$ cat src/rtl/echo_delay_engine_if.sv
// Memory-side bus between the echo engine (master) and the 64K x 16 SPRAM block (slave).
// Read data is returned the cycle after an address is presented with mem_wren low.
interface echo_delay_engine_if #(
  parameter int ADDRLEN = 16,
  parameter int DATALEN = 16
);
  logic [ADDRLEN-1:0] mem_addr;
  logic [DATALEN-1:0] mem_datain;
  logic               mem_wren;
  logic [DATALEN-1:0] mem_dataout;

  modport master (
    output mem_addr,
    output mem_datain,
    output mem_wren,
    input  mem_dataout
  );

  modport slave (
    input  mem_addr,
    input  mem_datain,
    input  mem_wren,
    output mem_dataout
  );
endinterface

$ cat src/rtl/echo_delay_engine.sv
// Feedback echo line: per sample, read the delayed word, mix y = sat(x + (d*fb)>>>FBLEN),
// write y back at the write pointer and present it on sample_out.
module echo_delay_engine #(
  parameter int ADDRLEN = 16,
  parameter int DATALEN = 16,
  parameter int FBLEN   = 8
) (
  input  logic                clk,
  input  logic                resetn,
  input  logic [DATALEN-1:0]  sample_in,
  input  logic                sample_valid,
  input  logic [ADDRLEN-1:0]  delay,
  input  logic [FBLEN-1:0]    feedback,
  output logic [DATALEN-1:0]  sample_out,
  output logic                sample_out_valid,
  output logic                busy,
  output logic                overrun,
  echo_delay_engine_if.master mem
);

  typedef enum logic [1:0] {
    IDLE    = 2'd0,
    READ    = 2'd1,
    CAPTURE = 2'd2,
    WRITE   = 2'd3
  } state_t;

  localparam logic [ADDRLEN-1:0] PTR_ONE = {{(ADDRLEN-1){1'b0}}, 1'b1};

  function automatic logic [DATALEN-1:0] sat_fn(input logic [DATALEN:0] s);
    logic [DATALEN-1:0] r;
    if (s[DATALEN] != s[DATALEN-1]) begin
      r = s[DATALEN] ? {1'b1, {(DATALEN-1){1'b0}}} : {1'b0, {(DATALEN-1){1'b1}}};
    end else begin
      r = s[DATALEN-1:0];
    end
    return r;
  endfunction

  // Operands are extended to the full product width so the unsigned multiply yields the signed result.
  function automatic logic [DATALEN-1:0] mix_fn(input logic [DATALEN-1:0] x,
                                                input logic [DATALEN-1:0] d,
                                                input logic [FBLEN-1:0]   g);
    logic [DATALEN+FBLEN:0]        a;
    logic [DATALEN+FBLEN:0]        b;
    logic signed [DATALEN+FBLEN:0] p;
    logic signed [DATALEN+FBLEN:0] q;
    logic [DATALEN:0]              s;
    a = {{(FBLEN+1){d[DATALEN-1]}}, d};
    b = {{DATALEN{1'b0}}, 1'b0, g};
    p = a * b;
    q = p >>> FBLEN;
    s = {x[DATALEN-1], x} + q[DATALEN:0];
    return sat_fn(s);
  endfunction

  state_t             state_q, state_d;
  logic               pend_q, pend_d;
  logic [DATALEN-1:0] in_x_q, in_x_d;
  logic [ADDRLEN-1:0] in_dly_q, in_dly_d;
  logic [FBLEN-1:0]   in_fb_q, in_fb_d;
  logic [DATALEN-1:0] x_q, x_d;
  logic [ADDRLEN-1:0] dly_q, dly_d;
  logic [FBLEN-1:0]   g_q, g_d;
  logic [ADDRLEN-1:0] wr_ptr_q, wr_ptr_d;
  logic               filled_q, filled_d;
  logic [DATALEN-1:0] y_q, y_d;
  logic [DATALEN-1:0] sample_out_q, sample_out_d;
  logic               sample_out_valid_q, sample_out_valid_d;
  logic               busy_q, busy_d;
  logic               overrun_q, overrun_d;
  logic [ADDRLEN-1:0] mem_addr_q, mem_addr_d;
  logic [DATALEN-1:0] mem_datain_q, mem_datain_d;
  logic               mem_wren_q, mem_wren_d;

  logic               accept_s;
  logic               mask_s;
  logic [DATALEN-1:0] d_s;
  logic [DATALEN-1:0] mix_s;

  // Staging, next-state, datapath and output computation for the one-sample transaction.
  always_comb begin
    state_d            = state_q;
    in_x_d             = in_x_q;
    in_dly_d           = in_dly_q;
    in_fb_d            = in_fb_q;
    x_d                = x_q;
    dly_d              = dly_q;
    g_d                = g_q;
    wr_ptr_d           = wr_ptr_q;
    filled_d           = filled_q;
    y_d                = y_q;
    sample_out_d       = sample_out_q;
    sample_out_valid_d = 1'b0;
    mem_addr_d         = mem_addr_q;
    mem_datain_d       = mem_datain_q;
    mem_wren_d         = 1'b0;

    // A strobe is taken only when nothing is pending or in flight; any other strobe is an overrun.
    accept_s  = sample_valid && (state_q == IDLE) && !pend_q;
    pend_d    = accept_s;
    overrun_d = overrun_q | (sample_valid & ~accept_s);
    if (accept_s) begin
      in_x_d   = sample_in;
      in_dly_d = delay;
      in_fb_d  = feedback;
    end else begin
      in_x_d   = in_x_q;
      in_dly_d = in_dly_q;
      in_fb_d  = in_fb_q;
    end

    // Locations never written since reset read back as silence.
    mask_s = !filled_q && ((dly_q == {ADDRLEN{1'b0}}) || (dly_q > wr_ptr_q));
    if (mask_s) begin
      d_s = {DATALEN{1'b0}};
    end else begin
      d_s = mem.mem_dataout;
    end
    mix_s = mix_fn(x_q, d_s, g_q);

    case (state_q)
      IDLE: begin
        if (pend_q) begin
          x_d        = in_x_q;
          dly_d      = in_dly_q;
          g_d        = in_fb_q;
          mem_addr_d = wr_ptr_q - in_dly_q;
          state_d    = READ;
        end else begin
          state_d    = IDLE;
        end
      end
      READ: begin
        state_d = CAPTURE;
      end
      CAPTURE: begin
        y_d          = mix_s;
        mem_addr_d   = wr_ptr_q;
        mem_datain_d = mix_s;
        mem_wren_d   = 1'b1;
        state_d      = WRITE;
      end
      WRITE: begin
        wr_ptr_d = wr_ptr_q + PTR_ONE;
        if (wr_ptr_q == {ADDRLEN{1'b1}}) begin
          filled_d = 1'b1;
        end else begin
          filled_d = filled_q;
        end
        sample_out_d       = y_q;
        sample_out_valid_d = 1'b1;
        state_d            = IDLE;
      end
      default: begin
        state_d = IDLE;
      end
    endcase

    busy_d = (state_d != IDLE);
  end

  // State and registered outputs; reset abandons any transaction without a write.
  always_ff @(posedge clk or negedge resetn) begin
    if (!resetn) begin
      state_q            <= IDLE;
      pend_q             <= 1'b0;
      in_x_q             <= {DATALEN{1'b0}};
      in_dly_q           <= {ADDRLEN{1'b0}};
      in_fb_q            <= {FBLEN{1'b0}};
      x_q                <= {DATALEN{1'b0}};
      dly_q              <= {ADDRLEN{1'b0}};
      g_q                <= {FBLEN{1'b0}};
      wr_ptr_q           <= {ADDRLEN{1'b0}};
      filled_q           <= 1'b0;
      y_q                <= {DATALEN{1'b0}};
      sample_out_q       <= {DATALEN{1'b0}};
      sample_out_valid_q <= 1'b0;
      busy_q             <= 1'b0;
      overrun_q          <= 1'b0;
      mem_addr_q         <= {ADDRLEN{1'b0}};
      mem_datain_q       <= {DATALEN{1'b0}};
      mem_wren_q         <= 1'b0;
    end else begin
      state_q            <= state_d;
      pend_q             <= pend_d;
      in_x_q             <= in_x_d;
      in_dly_q           <= in_dly_d;
      in_fb_q            <= in_fb_d;
      x_q                <= x_d;
      dly_q              <= dly_d;
      g_q                <= g_d;
      wr_ptr_q           <= wr_ptr_d;
      filled_q           <= filled_d;
      y_q                <= y_d;
      sample_out_q       <= sample_out_d;
      sample_out_valid_q <= sample_out_valid_d;
      busy_q             <= busy_d;
      overrun_q          <= overrun_d;
      mem_addr_q         <= mem_addr_d;
      mem_datain_q       <= mem_datain_d;
      mem_wren_q         <= mem_wren_d;
    end
  end

  assign sample_out       = sample_out_q;
  assign sample_out_valid = sample_out_valid_q;
  assign busy             = busy_q;
  assign overrun          = overrun_q;
  assign mem.mem_addr     = mem_addr_q;
  assign mem.mem_datain   = mem_datain_q;
  assign mem.mem_wren     = mem_wren_q;

endmodule

$ cat src/flat_wrapper.sv
// flat-port wrapper written by rule: the top's interface ports become plain ports
module echo_delay_engine_flat 
#(
  parameter int ADDRLEN = 16,
  parameter int DATALEN = 16,
  parameter int FBLEN   = 8
)
  (clk, resetn, sample_in, sample_valid, delay, feedback, sample_out, sample_out_valid, busy, overrun, mem_mem_addr, mem_mem_datain, mem_mem_wren, mem_mem_dataout);
  echo_delay_engine_if #(.ADDRLEN(ADDRLEN), .DATALEN(DATALEN)) mem_i ();
  input  logic clk;
  input  logic resetn;
  input  logic [DATALEN-1:0] sample_in;
  input  logic sample_valid;
  input  logic [ADDRLEN-1:0] delay;
  input  logic [FBLEN-1:0] feedback;
  output logic [DATALEN-1:0] sample_out;
  output logic sample_out_valid;
  output logic busy;
  output logic overrun;
  output wire logic [$bits(mem_i.mem_addr)-1:0] mem_mem_addr;
  output wire logic [$bits(mem_i.mem_datain)-1:0] mem_mem_datain;
  output wire logic [$bits(mem_i.mem_wren)-1:0] mem_mem_wren;
  input wire logic [$bits(mem_i.mem_dataout)-1:0] mem_mem_dataout;
  assign mem_mem_addr = mem_i.mem_addr;
  assign mem_mem_datain = mem_i.mem_datain;
  assign mem_mem_wren = mem_i.mem_wren;
  assign mem_i.mem_dataout = mem_mem_dataout;
  echo_delay_engine #(.ADDRLEN(ADDRLEN), .DATALEN(DATALEN), .FBLEN(FBLEN)) u_core (.clk(clk), .resetn(resetn), .sample_in(sample_in), .sample_valid(sample_valid), .delay(delay), .feedback(feedback), .sample_out(sample_out), .sample_out_valid(sample_out_valid), .busy(busy), .overrun(overrun), .mem(mem_i));
endmodule
$ cat config.mk
export PLATFORM = sky130hd
export DESIGN_NAME = echo_delay_engine_flat
export DESIGN_NICKNAME = d
export VERILOG_FILES = /design/src/rtl/echo_delay_engine_if.sv /design/src/rtl/echo_delay_engine.sv /design/src/flat_wrapper.sv
export SDC_FILE = /design/constraint.sdc
export NUM_CORES = 1
export LEC_CHECK = 0
export BUFFER_PORTS_ARGS = -buffer_cell sky130_fd_sc_hd__clkbuf_2
export CAP_MARGIN = 20
export CORE_MARGIN = 2
export CORE_UTILIZATION = 60
export CTS_CLUSTER_SIZE = 10
export DETAILED_ROUTE_END_ITERATION = 10
export PLACE_DENSITY = 0.9
export SLEW_MARGIN = 20
export SYNTH_ARGS = -nofsm -noshare
export SYNTH_HDL_FRONTEND = slang
export SYNTH_SLANG_ARGS = --single-unit
$ cat constraint.sdc
create_clock -name clk -period 20.9 [get_ports clk]
set_clock_uncertainty 0.05 [all_clocks]
set_input_delay 2.09 -clock clk [delete_from_list [all_inputs] [get_ports clk]]
set_output_delay 2.09 -clock clk [all_outputs]
set_load 0.01 [all_outputs]
==> run metrics, run 1 <==
CTS Hold Bufs 0; GRT Total Usage between 20% and 30%; Final ANT Viol Nets 0; Synth Register Bits about 150; CTS tree done; PortBufs between 100 and 150; Post-Route WL roughly 30,000 µm; area grow syn2layout 11.5%; 1st-pass router iterations 5; H-tree depth 4; initial detailed-routing violation count around 840; vias per cell 5.91; I/O pin count ~110; clk slew on worst S/H paths 70 ps; Num CTS Buffers 17; fmax 101 MHz; Largest delay share family, worst path compound AO/OA/AOI/OAI gates; post-synthesis sequential area ratio between 30% and 40%; first-pass GRT wire length roughly 51,000 µm; final setup vio count 0; Worst setup SP type register; Critical Path Max Stage Delay 570 ps; Mapped Area 12,300 µm²; die width 147 µm; Setup crit end kind register; Final Wtd Congestion between 0.9 and 1; die area approximately 22,000 µm²; post_cts resized 0; minimum clock period about 9900 ps; filler instances 1,427; largest net degree at the start of global routing 88; Mapped Avg Cell Area approximately 9.4 µm²; FFs w/ async S/R, synth 100%; Worst Path Required roughly 21,000 ps; FP Rows 52; total gr overflow 0; Netlist cell types 60; RSZ-0062 raised after global routing false; Final Slew Violations 0; fin crit share 47.4%; kind of critical path register to register; vias in the first global route slightly above 10,000; drt drc 0; # diodes 0; nets approximately 1,700; Slew @ Worst Pin between 1000 and 1500 ps; initial antenna violation count 0; WP buf/inv 5; clk sinks between 150 and 200; top post-synthesis cells by area dfrtp_1 (31%), fa_1 (17%), ha_1 (9.9%); hpwl dp 21,700 µm; drt wl/cell approximately 18 µm; Post-synth EDFFs 0; cell taking the most area after synthesis dfrtp_1; via count 9,978; Worst Hold Class register to register; Syn. warnings 0; Max clock buf depth 2; CP Max Fanout a little under 90; Slew HR 28.3%; Setup Fix Bufs, Post-CTS 0; Core Box Area between 20,000 and 25,000 µm²; Root Buffer clkbuf_16; final setup TNS 0 ps; final hold vios 0; die height approximately 150 µm; post-synthesis net count approximately 1,600; Mapped Cells about 1,300; initial core utilization about three fifths; Synth top area share 30.8%; Slowest-stage cell, CP fa_1; outcome finished, final reports clean; share of layout cells above drive strength 1 15.0%; Worst-Skew Late Latency 430 ps; Top FF cell, synth dfrtp_1; MaxCap Viol Count 0; crit path DAT approximately 10,000 ps
==> cell usage in the layout (no fill, tap or decap), types with 19 or more instances in the layout <==
master / instances
a21o_1: 21
nor2_1: 53
nand3_1: 22
o21ai_0: 49
and3_1: 72
clkbuf_2: 109
a21oi_1: 32
nor3_1: 19
ha_1: 98
mux2_2: 45
nand2_1: 207
dfrtp_1: 152
xnor2_1: 43
inv_1: 193
fa_1: 103
==> tightest hold or removal path: stages (launching register included) <==
cell and delay [ps]:
dfrtp_1 340, nand2_1 50, nand2_1 50
==> registers in the layout (all words and copies together) (netlist names), 2 cells and up <==
| signal | count |
|---|---|
| u_core.sample_out | 16 |
| u_core.in_x_q | 16 |
| u_core.mem.mem_datain | 16 |
| u_core.dly_q | 16 |
| u_core.mem.mem_addr | 16 |
| u_core.g_q | 8 |
| u_core.in_dly_q | 16 |
| u_core.wr_ptr_q | 16 |
| u_core.x_q | 16 |
| u_core.state_q | 2 |
| u_core.in_fb_q | 8 |
==> cell usage after synthesis (3+ instances only) <==
library cell / count
a211oi_1: 13
a21boi_0: 3
a21o_1: 21
a21oi_1: 32
a221oi_1: 3
a31oi_1: 7
and2_1: 16
and3_1: 72
buf_1: 12
clkbuf_1: 37
dfrtp_1: 152
fa_1: 103
ha_1: 98
inv_1: 194
mux2_2: 45
mux2i_1: 3
nand2_1: 208
nand2b_1: 3
nand3_1: 22
nand4_1: 7
nor2_1: 53
nor2b_1: 6
nor3_1: 19
nor4_1: 6
o2111ai_1: 3
o211ai_1: 7
o21a_1: 11
o21ai_0: 49
o21bai_1: 4
o22ai_1: 5
o311ai_1: 5
o31ai_1: 5
or2_2: 3
xnor2_1: 43
xor2_1: 13
==> per-layer routing <==
layer  global-route usage, %  vias up  share of wire, %
met2                    48.9      453                49
li1                        -     4511                 -
met1                    38.7     4940                41
met4                    11.2        0               2.8
met3                    5.03       74               7.2
met5                       0        -                 0
==> through the flow <==
| step | instance area, µm² | hold slack (ps) | worst slack (ps) | util, % | std cells |
|---|---|---|---|---|---|
| 5_1_grt | 13800 | 448 | 10460 | 68.0 | 1687 |
| 2_1_floorplan | 12300 | 387 | 12220 | - | 1317 |
| 3_5_place_dp | 13100 | 412 | 11320 | 64.8 | 1654 |
| 4_1_cts | 13700 | 429 | 11090 | 67.9 | 1686 |
| 6_report | 13800 | 425 | 10990 | 68.0 | 1687 |
| 3_3_place_gp | 13100 | 395 | 11670 | 64.8 | 1654 |
==> cell families (layout without fill, tap and decap cells) <==
family                   after synthesis  after routing  synth area share [%]
AND/OR/NAND/NOR                      429            429                  16.6
buffers and inverters                244            344                  7.43
adder cells (fa/ha/maj)              201            201                  26.7
AO/OA/AOI/OAI                        187            187                  10.2
flip-flops                           152            152                  30.8
XOR/XNOR                              56             56                  3.98
multiplexers                          48             48                  4.35
==> area by class of cell <==
type                       count  area, µm²  share of cell area, %
clock buffer                  17        425                   3.09
clock inverter                15        199                   1.45
inverter                     195        732                   5.32
multi-input combinational    921       7630                   55.5
sequential                   152       3800                   27.6
tap                          270        338                   2.46
timing repair buffer         117        629                   4.57
==> worst paths after layout <==
check / startpoint / endpoint / slack [ps] / cells after the start
max: u_core.wr_ptr_q[7] / u_core.mem.mem_datain[1] / 10990 / 37
min: u_core.in_fb_q[4] / u_core.in_fb_q[4] / 430 / 2
max reg2reg: u_core.wr_ptr_q[7] / u_core.mem.mem_datain[1] / 10990 / 37
min reg2reg: u_core.in_fb_q[4] / u_core.in_fb_q[4] / 430 / 2
max in group asynchronous: resetn / u_core.x_q[13] / 17760 / 2
min in group asynchronous: resetn / u_core.in_dly_q[12] / 1600 / 1
Power of run 1 is not shown: default switching activity piles up to over one toggle a cycle in this logic, so the estimate is an artifact.
==> inputs of run 2 (changes only) <==
- clock period: 20.9 -> 9.3 ns (I/O delays scaled with it)
==> run metrics, run 2 (synthesized netlist as in run 1, its figures left out) <==
outcome complete, but fails checks; failing checks setup timing; crit path DAT 9780 ps (-400 ps); filler instances 1,268 (-11%); Slew HR 32.4% (+4.1 points); commonest non-fill, non-tap cell in the layout nand2_1; R2R Setup Slk -200 ps (-11,190 ps); MaxCap Viol Count 0 (unchanged); Final Slew Violations 0 (unchanged); share of layout cells above drive strength 1 20.3% (+5.4 points); PortBufs 110 (unchanged); Core Box Area 20,200 µm² (unchanged); worst reg2reg path startpoint u_core.wr_ptr_q[10]; vias in the first global route 10,600 (+2.3%); worst r2r dst u_core.mem.mem_datain[0]; CP startpoint u_core.wr_ptr_q[10]; Reg2Reg Depth 39 (+5.4%); clk slew on worst S/H paths 70 ps (about the same); Post-Route WL 35,300 µm (+17%); H-tree depth 4 (unchanged); die area 21,700 µm² (unchanged); final setup TNS -2030 ps (-2030 ps); FP Rows 52 (unchanged); Root Buffer clkbuf_16; drt drc 0 (unchanged); final setup vio count 14 (+14); Worst-Skew Late Latency 440 ps (about the same); fin crit share 102% (+55 points); Final Wtd Congestion 0.885 (-1.7%); min setup slack post-route -203 ps (-11,190 ps); Worst setup SP type register; post-layout instance count excluding filler cells 1,730 (+2.5%); Setup crit end kind register; area grow syn2layout 15.9%; fmax 105 MHz (+4.3%); 1st-pass router iterations 6 (+1); GRT Total Usage 30.0% (+0.73 points); Final ANT Viol Nets 0 (unchanged); initial antenna violation count 0 (unchanged); Slew @ Worst Pin 1010 ps (-54.1 ps); CP Max Fanout 8 (-91%); Worst Hold Class register to register; largest net degree at the start of global routing 79 (-10%); die width 147 µm (unchanged); # diodes 0 (unchanged); Worst Setup EP u_core.mem.mem_datain[0]; Num CTS Buffers 17 (unchanged); WHS 423 ps (-2.12 ps); initial core utilization 61.0% (unchanged); first-pass GRT wire length 52,000 µm (+2.5%); final hold vios 0 (unchanged); die height 147 µm (unchanged); vias per cell 6.20 (+4.7%); hpwl dp 22,200 µm (+2.7%); total gr overflow 0 (unchanged); via count 10,700 (+7.4%); minimum clock period 9500 ps (-410 ps); Worst Path Required 9580 ps (-11,590 ps); CTS Hold Bufs 0 (unchanged); kind of critical path register to register; drt wl/cell 20.4 µm (+14%); most frequent cells in the layout nand2_1 (207), inv_1 (191), dfrtp_1 (150); nets 1,709 (+2.7%); initial detailed-routing violation count 1,228 (+46%); clk sinks 152 (unchanged); Post-Place Cells 1,666 (+0.73%); Max clock buf depth 2 (unchanged); I/O pin count 111 (unchanged); Slowest-stage cell, CP fa_1; Critical Path Max Stage Delay 600 ps (+30 ps); CTS tree done
## run 2: routing by layer
layer	vias up	global-route usage [%]	wire (µm)
met1	5163	38.2	13100
met3	207	5.59	3280
met4	0	14.7	2120
li1	4598	-	-
met2	750	49.9	16900
met5	-	0	0
## run 2: stage by stage
step	setup WS [ps]	util (%)	instance area [µm²]
floorplan	777	-	12300
global route	-434	70.7	14300
global placement	282	65.2	13200
CTS	42.0	68.5	13900
detailed placement	-74.8	65.2	13200
finish	-203	70.7	14300
## run 2: what timing repair did
action | CTS | global route
pin swaps | 2 | 23
gates cloned | 0 | 2
resized for setup | 2 | 50
setup buffers | 3 | 29
endpoints found under the setup margin | 15 | 16
## run 2: area by class of cell
cell class | count | area [µm²] | share of cell area [%]
clock buffer | 19 | 453 | 3.17
timing repair buffer | 161 | 952 | 6.66
multi-input combinational | 922 | 7850 | 54.9
sequential | 152 | 3810 | 26.6
clock inverter | 11 | 170 | 1.19
tap | 270 | 338 | 2.36
inverter | 195 | 732 | 5.12
## run 2: worst min-delay path by stage
stage	start	endpoint	depth (start not counted)
floorplan	u_core.filled_q	u_core.filled_q	1
global placement	u_core.overrun	u_core.overrun	1
detailed placement	u_core.overrun	u_core.overrun	1
CTS	u_core.overrun	u_core.overrun	1
global route	u_core.overrun	u_core.overrun	1
finish	u_core.overrun	u_core.overrun	1
## run 2: critical path: cells and delay by family, from the launching register on
family                   cells  cell delay (ps)
flip-flops                   1              400
adder cells (fa/ha/maj)      7             2960
AO/OA/AOI/OAI               16             3570
buffers and inverters        7              820
XOR/XNOR                     2              330
AND/OR/NAND/NOR              7             1230
Power of run 2 is left out for the same reason.
==> inputs of run 3 (changes only) <==
- ABC_AREA: default -> 1
- CORE_UTILIZATION: 60 -> 55
- PLACE_DENSITY: 0.9 -> 0.85
==> run metrics, run 3 <==
area grow syn2layout 11.5%; Mapped Cells 1,461 (+11%); drt wl/cell 15.4 µm (-25%); Worst Hold Class register to register; CP startpoint u_core.wr_ptr_q[5]; die height 153 µm (+3.8%); via count 9,894 (-7.7%); initial antenna violation count 0 (unchanged); commonest cells in the netlist nand2_1 (341), inv_1 (262), dfrtp_1 (152); Reg2Reg Depth 43 (+10%); initial core utilization 55.9% (-5.1 points); FP Rows 54 (+3.8%); commonest non-fill, non-tap cell in the layout nand2_1; worst reg2reg path startpoint u_core.wr_ptr_q[5]; Final Slew Violations 0 (unchanged); Slowest-stage cell, CP fa_1; CTS Hold Bufs 0 (unchanged); R2R Setup Slk 810 ps (+1010 ps); Worst Setup EP u_core.mem.mem_datain[4]; kind of critical path register to register; Netlist cell types 39 (-35%); 1st-pass router iterations 6 (unchanged); first-pass GRT wire length 48,100 µm (-7.4%); FFs w/ async S/R, synth 100% (unchanged); share of layout cells above drive strength 1 12.7% (-7.6 points); Core Box Area 21,800 µm² (+7.9%); fin crit share 91.3% (-11 points); final setup TNS 0 ps (+2030 ps); initial detailed-routing violation count 688 (-44%); nets 1,816 (+6.3%); minimum clock period 8490 ps (-1010 ps); RSZ-0062 raised after global routing false; post-synthesis sequential area ratio 31.2% (+0.34 points); hold path start u_core.sample_out[3]; drt drc 0 (unchanged); hold path depth 2 (+1); H-tree depth 4 (unchanged); final hold vios 0 (unchanged); post-synthesis net count 1,721 (+9.1%); vias in the first global route 10,100 (-4.8%); Worst-Skew Late Latency 430 ps (about the same); top post-synthesis cells by area dfrtp_1 (31%), fa_1 (17%), nand2_1 (10%); cell taking the most area after synthesis dfrtp_1; Worst Path Required 9540 ps (-40 ps); Synth Register Bits 152 (unchanged); CP Max Fanout 16 (+8); die area 23,400 µm² (+7.7%); die width 153 µm (+3.8%); hpwl dp 22,100 µm (-0.63%); Num CTS Buffers 17 (unchanged); Worst setup SP type register; # diodes 0 (unchanged); MaxCap Viol Count 0 (unchanged); Setup crit end kind register; I/O pin count 111 (unchanged); clk slew on worst S/H paths 70 ps (about the same); Post-Route WL 28,400 µm (-20%); filler instances 1,764 (+39%); CTS tree done; most frequent cell after synthesis nand2_1; Post-synth EDFFs 0 (unchanged); Max clock buf depth 2 (unchanged); Final Wtd Congestion 0.934 (+5.5%); fmax 118 MHz (+12%); Slew @ Worst Pin 968 ps (-45.8 ps); clk sinks 152 (unchanged); Mapped Area 12,200 µm² (-1.1%); Final ANT Viol Nets 0 (unchanged); Root Buffer clkbuf_16; Slew HR 35.5% (+3.1 points); Mapped Avg Cell Area 8.35 µm² (-11%); GRT Total Usage 25.2% (-4.8 points); Critical Path Max Stage Delay 560 ps (-40 ps); worst r2r dst u_core.mem.mem_datain[4]; post_cts resized 0 (-2); Synth top area share 31.2% (+0.34 points); most frequent cells in the layout nand2_1 (340), inv_1 (262), dfrtp_1 (152); largest net degree at the start of global routing 80 (+1.3%); vias per cell 5.35 (-14%); Setup Fix Bufs, Post-CTS 0 (-3); PortBufs 110 (unchanged); outcome finished, final reports clean; CP dominant cell by count inv_1; Top FF cell, synth dfrtp_1; crit path DAT 8730 ps (-1050 ps); Syn. warnings 0 (unchanged); final setup vio count 0 (-14); total gr overflow 0 (unchanged)
## run 3: changes by cell type after synthesis, moves of 30 or more
cell,change
nand2_1,+133
inv_1,+68
nor2_1,+67
a21oi_1,+44
and3_1,-72
o21ai_0,+33
mux2_2,-30
## run 3: metal layers
metal / part of all wire (%) / global-route usage [%]
met4: 2.8 / 8.07
met1: 44 / 34.5
met5: 0 / 0
met3: 5.6 / 4.14
met2: 48 / 41.4
## run 3: worst min-delay path by stage
stage / end
detailed placement: u_core.sample_out[14]
finish: u_core.sample_out[3]
floorplan: u_core.in_x_q[0]
global route: u_core.sample_out[5]
global placement: u_core.sample_out[6]
CTS: u_core.sample_out[14]
## run 3: kinds of logic after synthesis
logic type / count (synthesis) / share of synthesized area, %
simple gates: 524 / 17.4
buf+inv: 306 / 9.54
compound gates: 203 / 9.21
fa+ha+maj: 201 / 27.0
flops: 152 / 31.2
xor+xnor: 60 / 4.31
mux: 15 / 1.38
## run 3: final cells by class
cell class | count | area [µm²] | area share (%)
clock buffer | 20 | 457 | 3.36
clock inverter | 12 | 165 | 1.21
inverter | 268 | 1010 | 7.39
multi-input combinational | 1003 | 7240 | 53.2
sequential | 152 | 3800 | 28.0
tap | 280 | 350 | 2.57
timing repair buffer | 114 | 587 | 4.31
## run 3: through the flow
stage	cells	area (µm²)	worst slack [ps]	hold WS, ps	utilization [%]
2_1_floorplan	1461	12200	1820	388	-
3_5_place_dp	1817	13000	982	407	59.5
3_3_place_gp	1817	13000	1250	402	59.5
4_1_cts	1849	13600	930	422	62.4
6_report	1849	13600	811	416	62.4
5_1_grt	1849	13600	261	438	62.4
## run 3: critical path: cells and delay by family, from the launching register on
family                   cells  cell delay [ps]
buffers and inverters        9              900
AO/OA/AOI/OAI               10             1990
adder cells (fa/ha/maj)      7             3140
flip-flops                   1              400
XOR/XNOR                     1              160
AND/OR/NAND/NOR             16             1690
Power of run 3 is left out for the same reason.
